<file path="src/rtl/prog_clock_divider.sv">
// prog_clock_divider: NCH independent programmable integer clock dividers.
// Each channel produces a registered divided-clock level and a one-cycle
// tick at the last phase of every period. One channel is routed onto dclk
// through a selector that only changes source when both the old and the
// new channel are low, so dclk never shows a shortened high pulse.
// All outputs are plain registers in the clk domain.
module prog_clock_divider #(
  parameter int                   NCH      = 4,
  parameter int                   WIDTH    = 8,
  parameter int                   SELW     = 2,
  parameter logic [NCH*WIDTH-1:0] DIV_INIT = 32'h08_04_03_02
) (
  input  logic             clk,
  input  logic             rst,
  input  logic             cfg_we,
  input  logic [SELW-1:0]  cfg_ch,
  input  logic [WIDTH-1:0] cfg_div,
  input  logic [SELW-1:0]  sel,
  output logic [NCH-1:0]   clk_div,
  output logic [NCH-1:0]   tick,
  output logic             dclk,
  output logic [SELW-1:0]  sel_cur
);

  localparam logic [SELW:0] NCH_L = (SELW + 1)'(NCH);

  // Per-channel next-state values for the registered level and tick outputs.
  logic [NCH-1:0] lvl_c;
  logic [NCH-1:0] wrap_c;

  for (genvar g = 0; g < NCH; g++) begin : g_ch
    logic [WIDTH-1:0] cnt_q;
    logic [WIDTH-1:0] div_q;
    logic [WIDTH-1:0] shadow_q;
    logic [WIDTH-1:0] shadow_c;
    logic             pend_q;
    logic             div_nz;
    logic             hit;
    logic             apply;

    // cnt_q holds the phase that the next edge will present on the outputs.
    assign div_nz    = (div_q != '0);
    assign hit       = cfg_we && ({1'b0, cfg_ch} == (SELW + 1)'(g));
    assign wrap_c[g] = div_nz && (cnt_q == (div_q - WIDTH'(1)));
    assign lvl_c[g]  = div_nz && (cnt_q < (div_q >> 1));
    // A write landing on the same edge wins over an older shadow value.
    assign shadow_c  = hit ? cfg_div : shadow_q;
    // New divisor takes over only at a period boundary, or at once when idle.
    assign apply     = (pend_q && !div_nz) || ((pend_q || hit) && wrap_c[g]);

    // Phase counter, active divisor and pending-write bookkeeping.
    always_ff @(posedge clk) begin
      if (rst) begin
        cnt_q    <= '0;
        div_q    <= DIV_INIT[g*WIDTH +: WIDTH];
        shadow_q <= '0;
        pend_q   <= 1'b0;
      end else begin
        shadow_q <= shadow_c;
        pend_q   <= (pend_q || hit) && !apply;
        if (apply) begin
          div_q <= shadow_c;
        end
        if (apply || wrap_c[g] || !div_nz) begin
          cnt_q <= '0;
        end else begin
          cnt_q <= cnt_q + WIDTH'(1);
        end
      end
    end
  end

  // Selection: keep the most recent legal request as the switch target.
  logic            sel_ok;
  logic [SELW-1:0] tgt_q;
  logic [SELW-1:0] tgt_c;
  logic            sw;
  logic [SELW-1:0] sel_c;

  assign sel_ok = ({1'b0, sel} < NCH_L);
  assign tgt_c  = sel_ok ? sel : tgt_q;
  // Hand over only when both sources are about to be low.
  assign sw     = (tgt_c != sel_cur) && !lvl_c[tgt_c] && !lvl_c[sel_cur];
  assign sel_c  = sw ? tgt_c : sel_cur;

  // Output registers and selector state.
  always_ff @(posedge clk) begin
    if (rst) begin
      clk_div <= '0;
      tick    <= '0;
      dclk    <= 1'b0;
      sel_cur <= '0;
      tgt_q   <= '0;
    end else begin
      clk_div <= lvl_c;
      tick    <= wrap_c;
      dclk    <= lvl_c[sel_c];
      sel_cur <= sel_c;
      tgt_q   <= tgt_c;
    end
  end

endmodule

</file>
<file path="config.mk">
export PLATFORM = sky130hd
export DESIGN_NAME = prog_clock_divider
export DESIGN_NICKNAME = d
export VERILOG_FILES = /design/src/rtl/prog_clock_divider.sv
export SDC_FILE = /design/constraint.sdc
export NUM_CORES = 1
export LEC_CHECK = 0
export CELL_PAD_IN_SITES_DETAIL_PLACEMENT = 1
export CELL_PAD_IN_SITES_GLOBAL_PLACEMENT = 1
export CORE_UTILIZATION = 55
export CTS_BUF_LIST = sky130_fd_sc_hd__clkbuf_4 sky130_fd_sc_hd__clkbuf_8
export CTS_CLUSTER_SIZE = 16
export DETAILED_ROUTE_END_ITERATION = 16
export DONT_BUFFER_PORTS = 1
export PLACE_DENSITY = 0.86
export SYNTH_ARGS = -nofsm -noshare
export SYNTH_HDL_FRONTEND = slang
export SYNTH_SLANG_ARGS = --single-unit
</file>
<file path="constraint.sdc">
create_clock -name clk -period 5.51 [get_ports clk]
set_clock_uncertainty 0.2 [all_clocks]
set_input_delay 0.551 -clock clk [delete_from_list [all_inputs] [get_ports clk]]
set_output_delay 0.551 -clock clk [all_outputs]
set_load 0.01 [all_outputs]
</file>
==> results by group, run 1 <==
Run
  – # Max-Cap Violations: 0

Worst hold path
  – Worst min path class: in -> reg

Global routing
  – Vias in the first global route: approximately 4,800
  – First-pass GRT wire length: between 20 and 25 mm
  – Total grt overflow: 0
  – Initial antenna violation count: 0
  – Total track usage: 27.24%
  – Largest net degree at the start of global routing: slightly below 90

STA
  – Fin. max-slew vios: 0
  – Worst Hold Slack: roughly 0.027 ns
  – # setup viols final: 0
  – RSZ-0062 raised after global routing: false
  – Fmax: ~0.32 GHz
  – Final worst-path cycle share: 57.05%
  – Worst setup margin: roughly 2.4 ns
  – Post-route setup TNS: 0 ns
  – Minimum clock period: between 3 and 4 ns
  – Least-Margin Pin Slew: 0.8856 ns
  – Rel. slew slack: about two fifths
  – Hold Vio Cnt, Final: 0

Clock tree
  – Post-CTS Hold Buffers: 0
  – CTS root buf: clkbuf_8
  – CTS tree: yes
  – Bufs on Longest Clock Path: 2
  – Post-CTS Resized: 0
  – Worst-Skew Late Latency: ~0.39 ns
  – Post-CTS Setup Bufs: 0
  – Inserted Clock Buffers: 9
  – H-tree Lvls: 3
  – Reg clk slew, reported paths: 0.10 ns
  – CTS sink count: approximately 110

Finish
  – FILL cells: ~1,200
  – Post-route cell area: between 6000 and 7000 um2
  – Nets: 692
  – Antenna Cells: 0
  – Share of layout cells above drive strength 1: 5.728%
  – Syn-to-layout area delta: 5.726%

Routing
  – Routed len/inst: 17.80 um
  – DR iter-0 viols: 180
  – Drt first pass iters: 4
  – Remaining antenna violation count after routing: 0
  – DR vias: 4,558
  – DRC: 0
  – Final wirelength: approximately 14 mm
  – Vias per cell: 5.851

Synth
  – Synth cell count leaders: dfxtp_1 (111), nor2_1 (97), nand2_1 (41)
  – Mapped Avg Cell Area: approximately 8.8 um2
  – Count leader, synth: dfxtp_1
  – Syn Std Cell Area: between 5000 and 6000 um2
  – EDFF count, synth: 0
  – Yosys top cell by area: dfxtp_1
  – Cells after Synth: between 600 and 700
  – Ys flop type: dfxtp_1
  – Synthesized flop and latch total: between 100 and 150
  – Mapped Nets: 704
  – Fraction of registers with async set/reset: 0%
  – Register area share after synthesis: 38.67%
  – Netlist cell types: 60
  – Synth top area cells: dfxtp_1 (39%), ha_1 (7.8%), nor2_1 (6.3%)
  – Yosys warning total: 0
  – Share of the synthesized area in the top cell type: 38.67%

Power and ir drop
  – Leak: 0.002510 uW
  – Peak supply drop: 0.2596 mV
  – Cell Pwr Density: roughly 320 nW/um2

Worst setup path
  – Critical-path maximum fanout: 6
  – CP Data Arrival Time: 3.23 ns
  – CP Capture Type: flip-flop
  – Critical path type: reg -> reg
  – Worst endpoint required time: between 5 and 6 ns
  – Crit path launch type: flip-flop
  – R2R Setup Slk: 2.37 ns

Die
  – Die Wd: 104.2 um
  – Io pins: 26
  – Core Rows: 36
  – Core outline area: between 9000 and 10,000 um2
  – Initial Util: 57.73%
  – Chip height: 104.2 um
  – Die area: 10,860 um2

Placement
  – Port Buffers: 0
  – Pre-CTS setup slack: 2.384 ns
  – RePlAce Congestion: ~0.84
  – Placed Area: around 5800 um2
  – Detailed Place HPWL: between 9 and 10 mm

Status
  – Outcome: completed
-- per-layer routing --
| layer | vias up | global-route usage, % | part of all wire, % |
|---|---|---|---|
| met5 | - | 0 | 0 |
| met4 | 0 | 8.776 | 2.0 |
| met3 | 23 | 8.020 | 3.4 |
| met2 | 54 | 48.24 | 51 |
| met1 | 2246 | 31.36 | 44 |
| li1 | 2235 | - | - |
-- path summary, 6_finish.rpt --
kind / startpoint / to / depth (start not counted)
worst max-delay path: g_ch[1].div_q[6]$_SDFFE_PP0P_ / dclk$_SDFF_PP0_ / 11
worst min-delay path: rst / g_ch[3].shadow_q[5]$_SDFF_PP0_ / 1
worst max register to register: g_ch[1].div_q[6]$_SDFFE_PP0P_ / dclk$_SDFF_PP0_ / 11
worst min register to register: g_ch[2].shadow_q[7]$_SDFF_PP0_ / g_ch[2].shadow_q[7]$_SDFF_PP0_ / 2
-- through the flow --
stage	power, uW	utilization [%]	std cells
5_1_grt	2019	61.04	779
4_1_cts	1933	60.83	777
6_report	1919	61.04	779
2_1_floorplan	1259	-	653
3_5_place_dp	1349	58.36	761
3_3_place_gp	1319	58.36	761
-- registers in the layout, summed over array words and instances (netlist names) --
name	count
g_ch.shadow_q	32
sel_cur	2
dclk	1
tick	4
g_ch.div_q	32
g_ch.pend_q	4
clk_div	4
g_ch.cnt_q	32
-- where the power goes --
part / internal (uW) / total (uW) / switching (uW) / leakage, uW
clock network: 311 / 586 / 275 / 0.000126
logic: 166 / 388 / 222 / 0.00148
registers: 863 / 945 / 81.7 / 0.000901
total: 1340 / 1920 / 578 / 0.00251
-- logic make-up (layout without fill, tap and decap cells) --
| group | after synthesis | after routing | share of synthesized area [%] |
|---|---|---|---|
| muxes | 37 | 37 | 6.597 |
| AOI/OAI and AO/OA | 92 | 92 | 11.89 |
| xor gates and xnor gates | 63 | 63 | 9.602 |
| and+or+nand+nor | 250 | 250 | 20.97 |
| buffers and inverters | 64 | 57 | 4.441 |
| DFF | 111 | 111 | 38.67 |
| adders and majority gates | 36 | 36 | 7.838 |
-- cell type report --
| class | instances | area (um2) | share of cell area, % |
|---|---|---|---|
| inverter | 39 | 146.4 | 2.409 |
| clock inverter | 2 | 60.06 | 0.9885 |
| sequential | 111 | 2222 | 36.57 |
| multi-input combinational | 478 | 3274 | 53.89 |
| timing repair buffer | 2 | 20.02 | 0.3295 |
| tap | 133 | 166.4 | 2.739 |
| clock buffer | 14 | 186.4 | 3.068 |
-- cells in the final DEF (no fill, tap or decap), drive strengths merged, types with 3 or more instances in the layout --
| cell type | count |
|---|---|
| a221oi | 3 |
| o21a | 3 |
| a211o | 3 |
| nor3 | 20 |
| mux2 | 7 |
| and4 | 3 |
| a21oi | 16 |
| ha | 36 |
| o31ai | 13 |
| dfxtp | 111 |
| and3 | 12 |
| nand4 | 4 |
| xor2 | 30 |
| nor2 | 97 |
| o211ai | 3 |
| nor3b | 8 |
| clkbuf | 14 |
| o22ai | 3 |
| a211oi | 13 |
| and2 | 3 |
| a41oi | 4 |
| nand2 | 42 |
| nand3 | 34 |
| xnor2 | 33 |
| or3 | 4 |
| o21ai | 12 |
| mux2i | 30 |
| o22a | 3 |
| nand4b | 3 |
| nor2b | 10 |
| inv | 39 |
| a31oi | 4 |
-- critical path, stage by stage (launching register included) --
cell	delay, ns
dfxtp_1	0.44
inv_1	0.09
ha_1	0.29
a21o_1	0.16
a211oi_1	0.32
o211ai_1	0.22
or3b_2	0.49
o211ai_2	0.15
a211oi_1	0.09
o22ai_1	0.28
nand4b_1	0.15
o211a_1	0.16
Note: power is estimated with default switching activity, not from simulation.
==> run 2, diff against run 1 <==
--- a/config.mk
+++ b/config.mk
@@ -5,14 +5,15 @@
 export SDC_FILE = /design/constraint.sdc
 export NUM_CORES = 1
 export LEC_CHECK = 0
+export ABC_AREA = 1
 export CELL_PAD_IN_SITES_DETAIL_PLACEMENT = 1
 export CELL_PAD_IN_SITES_GLOBAL_PLACEMENT = 1
-export CORE_UTILIZATION = 55
+export CORE_UTILIZATION = 44
 export CTS_BUF_LIST = sky130_fd_sc_hd__clkbuf_4 sky130_fd_sc_hd__clkbuf_8
 export CTS_CLUSTER_SIZE = 16
 export DETAILED_ROUTE_END_ITERATION = 16
 export DONT_BUFFER_PORTS = 1
-export PLACE_DENSITY = 0.86
+export PLACE_DENSITY = 0.76
 export SYNTH_ARGS = -nofsm -noshare
 export SYNTH_HDL_FRONTEND = slang
 export SYNTH_SLANG_ARGS = --single-unit
==> constraint.sdc (replaced) <==
create_clock -name clk -period 2.6 [get_ports clk]
set_clock_uncertainty 0.2 [all_clocks]
set_input_delay 0.26 -clock clk [delete_from_list [all_inputs] [get_ports clk]]
set_output_delay 0.26 -clock clk [all_outputs]
set_load 0.01 [all_outputs]
==> run 2 against run 1 <==
Against the previous run:
- sequential share of layout area down 2.9 points
- worst hold slack better by 0.0053 ns
- critical endpoint is now g_ch[0].div_q[1]$_SDFFE_PP1P_
- total power is 150% higher
- sequential power grew 120%
- largest cell class unchanged
- final area is 8.5% higher
- combinational power increased to 4.2 times the previous value
- global-route usage fell by 5.2 points
==> results by group, run 2 <==
Finish
  – Largest regs: g_ch.cnt_q x32, g_ch.div_q x32, g_ch.shadow_q x32
  – Syn-to-layout area delta: 7.376%
  – Post-route cell area: around 6600 um2
  – Nets: 906
  – Most frequent cells in the layout: nand2_1 (166), nor2_1 (143), dfxtp_1 (111)
  – Leading cell type in the layout, fill and taps excluded: nand2_1
  – Share of layout cells above drive strength 1: roughly 7.8%

Synth
  – Synth top area cells: dfxtp_1 (36%), nand2_1 (10%), nor2_1 (8.7%)
  – Synth cell count leaders: nand2_1 (166), nor2_1 (143), dfxtp_1 (111)
  – Yosys top cell by area: dfxtp_1
  – Cells after Synth: 846
  – Share of the synthesized area in the top cell type: 36.19%
  – Ys flop type: dfxtp_1
  – EDFF count, synth: 0
  – Syn Std Cell Area: 6141 um2
  – Synthesized flop and latch total: 111
  – Netlist cell types: 42
  – Register area share after synthesis: 36.19%
  – Count leader, synth: nand2_1
  – Yosys warning total: 0
  – Fraction of registers with async set/reset: 0%
  – Mapped Nets: 897
  – Mapped Avg Cell Area: between 7 and 8 um2

Clock tree
  – Bufs on Longest Clock Path: 2
  – CTS sink count: ~110
  – Post-CTS Setup Bufs: 0
  – Inserted Clock Buffers: 9
  – Worst-Skew Late Latency: between 0.3 and 0.4 ns
  – Reg clk slew, reported paths: ~0.1 ns
  – CTS root buf: clkbuf_8
  – CTS tree: yes
  – H-tree Lvls: 3

STA
  – Least-Margin Pin Slew: roughly 1.1 ns
  – # setup viols final: 0
  – Fin. max-slew vios: 0
  – Minimum clock period: about 2.4 ns
  – Fmax: 0.4245 GHz
  – RSZ-0062 raised after global routing: false
  – Post-route setup TNS: 0 ns
  – Hold Vio Cnt, Final: 0
  – Final worst-path cycle share: 90.60%
  – Rel. slew slack: roughly 27%

Placement
  – Port Buffers: 0
  – RePlAce Congestion: 0.7874
  – Detailed Place HPWL: roughly 11 mm
  – Placed Area: approximately 6300 um2

Routing
  – Vias per cell: between 5 and 6
  – Routed len/inst: approximately 14 um
  – DR iter-0 viols: between 150 and 200
  – Final wirelength: around 15 mm
  – DR vias: roughly 5,300
  – DRC: 0
  – Drt first pass iters: 4
  – Remaining antenna violation count after routing: 0

Worst setup path
  – Crit path launch type: flip-flop
  – CP Data Arrival Time: 2.44 ns
  – Crit path buffers/inverters: 1
  – Critical-path maximum fanout: 16
  – CP Capture Type: flip-flop
  – Slowest Stage Delay on Critical Path: approximately 0.85 ns
  – Worst endpoint required time: approximately 2.7 ns
  – CP max stage cell: o21ai_1
  – Cells along the critical path: inv_1 > ha_1 > nand3_1 > nor2_1 > o21ai_1 > nand2_1 > nand2_1 > nand3_1
  – Family with the most delay on the worst path: compound AO/OA/AOI/OAI gates
  – Critical path type: reg -> reg

Die
  – Core Rows: 42
  – Io pins: 26
  – Initial Util: between 40% and 50%
  – Die Wd: ~120 um
  – Chip height: around 120 um
  – Core outline area: 13,400 um2
  – Die area: 14,430 um2

Global routing
  – Total track usage: 22.06%
  – Initial antenna violation count: 1
  – Routing usage on met3: 5.038%
  – Met1 Use GR: 27.70%
  – GRT Max-Usage Layer: met2
  – Total grt overflow: 0
  – M2 GR Usage: a little under two fifths
  – Largest net degree at the start of global routing: between 40 and 50
  – First-pass GRT wire length: around 26 mm
  – Vias in the first global route: about 5,500

Power and ir drop
  – Leak: a little over 0.003 uW
  – Peak supply drop: ~0.42 mV
  – Cell Pwr Density: roughly 720 nW/um2

Status
  – Outcome: completed

Worst hold path
  – Worst min path class: in -> reg

Run
  – # Max-Cap Violations: 0
[run 2: changes by cell type in the layout (fill, tap and decap cells not counted), sizes merged, moves of 8 or more]
| cell | change |
|---|---|
| a211oi | -13 |
| a21oi | +41 |
| and3 | -10 |
| buf | +8 |
| inv | +61 |
| mux2i | -11 |
| nand2 | +133 |
| nand3 | +49 |
| nor2 | +52 |
| nor2b | -10 |
| nor3 | -12 |
| o31ai | -13 |
| xnor2 | -15 |
[run 2: worst paths after layout]
kind / end / depth (start not counted) / from / slack, ns
setup / recovery: g_ch[0].div_q[1]$_SDFFE_PP1P_ / 8 / g_ch[0].div_q[0]$_SDFFE_PP0P_ / 0.24
hold reg to reg: g_ch[1].pend_q$_SDFF_PP0_ / 2 / g_ch[1].pend_q$_SDFF_PP0_ / 0.26
setup reg to reg: g_ch[0].div_q[1]$_SDFFE_PP1P_ / 8 / g_ch[0].div_q[0]$_SDFFE_PP0P_ / 0.24
hold / removal: g_ch[1].div_q[4]$_SDFFE_PP0P_ / 3 / cfg_div[4] / 0.03
[run 2: kinds of logic after synthesis]
group | after synthesis | share of synthesized area, %
buf+inv | 119 | 8.089
mux | 19 | 3.097
compound gates | 81 | 7.559
flops | 111 | 36.19
fa+ha+maj | 36 | 7.335
xor+xnor | 43 | 6.133
simple gates | 437 | 31.60
[run 2: repair_timing]
item                      CTS  global route
hold endpoints to repair   66             0
hold buffers               10             0
gates resized for setup     0             0
[run 2: worst min-delay path, stage by stage]
cell,delay [ns]
o21a_1,0.18
nand3_1,0.08
a21oi_1,0.06
[run 2: power breakdown]
part	internal, uW	total [uW]	switching [uW]	leakage, uW
logic	561	1620	1060	0.00203
clock network	435	1040	602	0.0000932
registers	1890	2080	200	0.000903
[run 2: routing by layer]
layer	vias up	share of wire (%)
li1	2713	-
met1	2535	47
met2	61	48
met3	15	3.1
met4	0	1.3
met5	-	0
[run 2: metrics by stage]
step                hold WS, ns  std cells  worst slack (ns)  power [uW]  util [%]
floorplan                0.2154        846            0.5666        3383         -
global placement         0.1355       1010            0.4284        3643     46.96
detailed placement       0.1381       1010            0.2998        3732     46.96
CTS                    0.002747       1036            0.2767        4819     49.19
global route            0.01641       1036          0.005776        5132     49.19
finish                  0.03231       1037            0.2444        4747     49.21
[run 2: final cells by class]
cell class | instances | area, um2
sequential | 111 | 2222
clock buffer | 14 | 173.9
fill | 1741 | 6807
antenna | 1 | 2.502
clock inverter | 2 | 15.01
multi-input combinational | 616 | 3422
tap | 176 | 220.2
inverter | 100 | 375.4
timing repair buffer | 17 | 162.7
==> run 3, diff against run 2 <==
--- a/config.mk
+++ b/config.mk
@@ -14,6 +14,7 @@
 export DETAILED_ROUTE_END_ITERATION = 16
 export DONT_BUFFER_PORTS = 1
 export PLACE_DENSITY = 0.76
+export RECOVER_POWER = 100
 export SYNTH_ARGS = -nofsm -noshare
 export SYNTH_HDL_FRONTEND = slang
 export SYNTH_SLANG_ARGS = --single-unit
==> run 3 against run 2 <==
Against the previous run:
- cell count stayed put
- wire length grew 0.14%
- sequential share of layout area grew 0.23 points
- non-clock buffer count did not move
- setup slack got worse by 0.018 ns
- largest cell class unchanged
- largest power group unchanged
==> results by group, run 3 (synthesis gave the netlist of run 2 again) <==
Status
  – Outcome: completed

Worst setup path
  – CP max stage cell: clkbuf_2
  – FF-to-FF Start: g_ch[0].div_q[0]$_SDFFE_PP0P_
  – CP Data Arrival Time: between 2 and 2.5 ns
  – Worst endpoint required time: 2.71 ns
  – Family with the most delay on the worst path: buffers and inverters
  – Setup crit start: rst
  – R2R Setup Slk: 0.26 ns
  – Critical path type: in -> reg
  – Crit path buffers/inverters: 4
  – Cells along the critical path: dlygate4sd3_1 > clkbuf_2 > inv_1 > clkbuf_4 > nand3_1 > nor3b_1
  – Critical-path maximum fanout: 46
  – Crit path launch type: primary input
  – Slowest Stage Delay on Critical Path: about 0.55 ns
  – CP Capture Type: flip-flop

Finish
  – Most frequent cells in the layout: nand2_1 (169), nor2_1 (144), dfxtp_1 (111)
  – Share of layout cells above drive strength 1: between 6 and 7%
  – Syn-to-layout area delta: 6.663%
  – Largest regs: g_ch.cnt_q x32, g_ch.div_q x32, g_ch.shadow_q x32
  – Nets: 906
  – Leading cell type in the layout, fill and taps excluded: nand2_1

Global routing
  – Total track usage: 22.06%
  – Met1 Use GR: 27.70%
  – Initial antenna violation count: 1
  – Largest net degree at the start of global routing: 47
  – GRT Max-Usage Layer: met2
  – Total grt overflow: 0
  – Routing usage on met3: approximately 5.0%
  – Vias in the first global route: between 5,000 and 6,000
  – M2 GR Usage: a little under two fifths
  – First-pass GRT wire length: approximately 26 mm

STA
  – Rel. slew slack: 28.30%
  – Post-route setup TNS: 0 ns
  – # setup viols final: 0
  – RSZ-0062 raised after global routing: false
  – Fmax: ~0.42 GHz
  – Final worst-path cycle share: just over 90%
  – Hold Vio Cnt, Final: 0
  – Minimum clock period: about 2.4 ns
  – Worst Hold Slack: around 0.035 ns
  – Fin. max-slew vios: 0
  – Least-Margin Pin Slew: ~1.1 ns

Power and ir drop
  – Flop pwr share: between 40% and 50%
  – P_int: 2866 uW
  – Cell Pwr Density: around 700 nW/um2
  – Peak supply drop: between 0.4 and 0.5 mV
  – Combinational share of power: between 30% and 40%
  – Psw: approximately 1800 uW
  – Switching share of total power: between 30% and 40%
  – Leak: 0.003009 uW
  – Clock share of power: roughly 22%

Die
  – Core outline area: about 13,000 um2
  – Io pins: 26
  – Chip height: 120.1 um
  – Core Rows: between 40 and 50
  – Die area: about 14,000 um2
  – Initial Util: between 40% and 50%
  – Die Wd: roughly 120 um

Clock tree
  – CTS tree: yes
  – CTS sink count: between 100 and 150
  – Reg clk slew, reported paths: approximately 0.10 ns
  – Bufs on Longest Clock Path: 2
  – Worst-Skew Late Latency: about 0.39 ns
  – CTS root buf: clkbuf_8
  – Inserted Clock Buffers: 9
  – H-tree Lvls: 3
  – Post-CTS Resized: 0

Placement
  – RePlAce Congestion: 0.7874
  – Port Buffers: 0
  – Detailed Place HPWL: 11.27 mm

Worst hold path
  – Worst hold path startpoint: cfg_div[4]
  – Worst min path class: in -> reg

Routing
  – DR iter-0 viols: 150
  – DRC: 0
  – Remaining antenna violation count after routing: 0
  – Drt first pass iters: 4
  – DR vias: between 5,000 and 6,000
  – Final wirelength: approximately 15 mm
  – Routed len/inst: between 10 and 15 um
  – Vias per cell: around 5

Run
  – # Max-Cap Violations: 0
## run 3: power groups by stage
stage | sequential, uW | combinational [uW] | clock (uW)
after floorplan | 2070 | 1310 | 0
after global placement | 2120 | 1520 | 0
after detailed placement | 2130 | 1600 | 0
after CTS | 2090 | 1640 | 1090
after global routing | 2110 | 1840 | 1150
final | 2090 | 1590 | 1040
## run 3: worst paths after layout
path | to | cells after the start
worst min register to register | g_ch[1].pend_q$_SDFF_PP0_ | 2
worst min-delay path | g_ch[1].div_q[4]$_SDFFE_PP0P_ | 3
worst max-delay path | g_ch[1].cnt_q[3]$_SDFF_PP0_ | 6
worst max register to register | g_ch[0].div_q[1]$_SDFFE_PP1P_ | 8
## run 3: timing repair
| item | CTS | global route |
|---|---|---|
| hold buffers | 10 | 0 |
| buffers inserted | 0 | 0 |
| endpoints found under the hold margin | 66 | 0 |
## run 3: metal layers
metal	wire length, um	up-vias
li1	-	2712
met1	6967	2548
met2	7076	64
met3	497	13
met4	173	0
met5	0	-
## run 3: cell type report
type,instances,area [um2]
Antenna cell,1,2.502
Clock buffer,14,173.9
Clock inverter,2,15.01
Fill cell,1745,6850
Inverter,100,375.4
Multi-Input combinational cell,616,3393
Sequential cell,111,2222
Tap cell,176,220.2
Timing Repair Buffer,17,147.6
## run 3: per-stage QoR
stage | instance area, um2 | worst slack, ns | std cells | total power [uW] | utilization, %
4_1_cts | 6591 | 0.2767 | 1036 | 4819 | 49.19
3_3_place_gp | 6292 | 0.4284 | 1010 | 3643 | 46.96
2_1_floorplan | 6141 | 0.5666 | 846 | 3383 | -
5_1_grt | 6548 | 0.005208 | 1036 | 5098 | 48.86
6_report | 6550 | 0.2266 | 1037 | 4714 | 48.88
3_5_place_dp | 6292 | 0.2998 | 1010 | 3732 | 46.96
## run 3: worst reg2reg max path, stage by stage (launching register included)
cell     delay, ns
dfxtp_1       0.38
inv_1         0.10
ha_1          0.21
nand3_1       0.08
nor2_1        0.09
o21ai_1       0.84
nand2_1       0.17
nand2_1       0.10
nand3_1       0.07
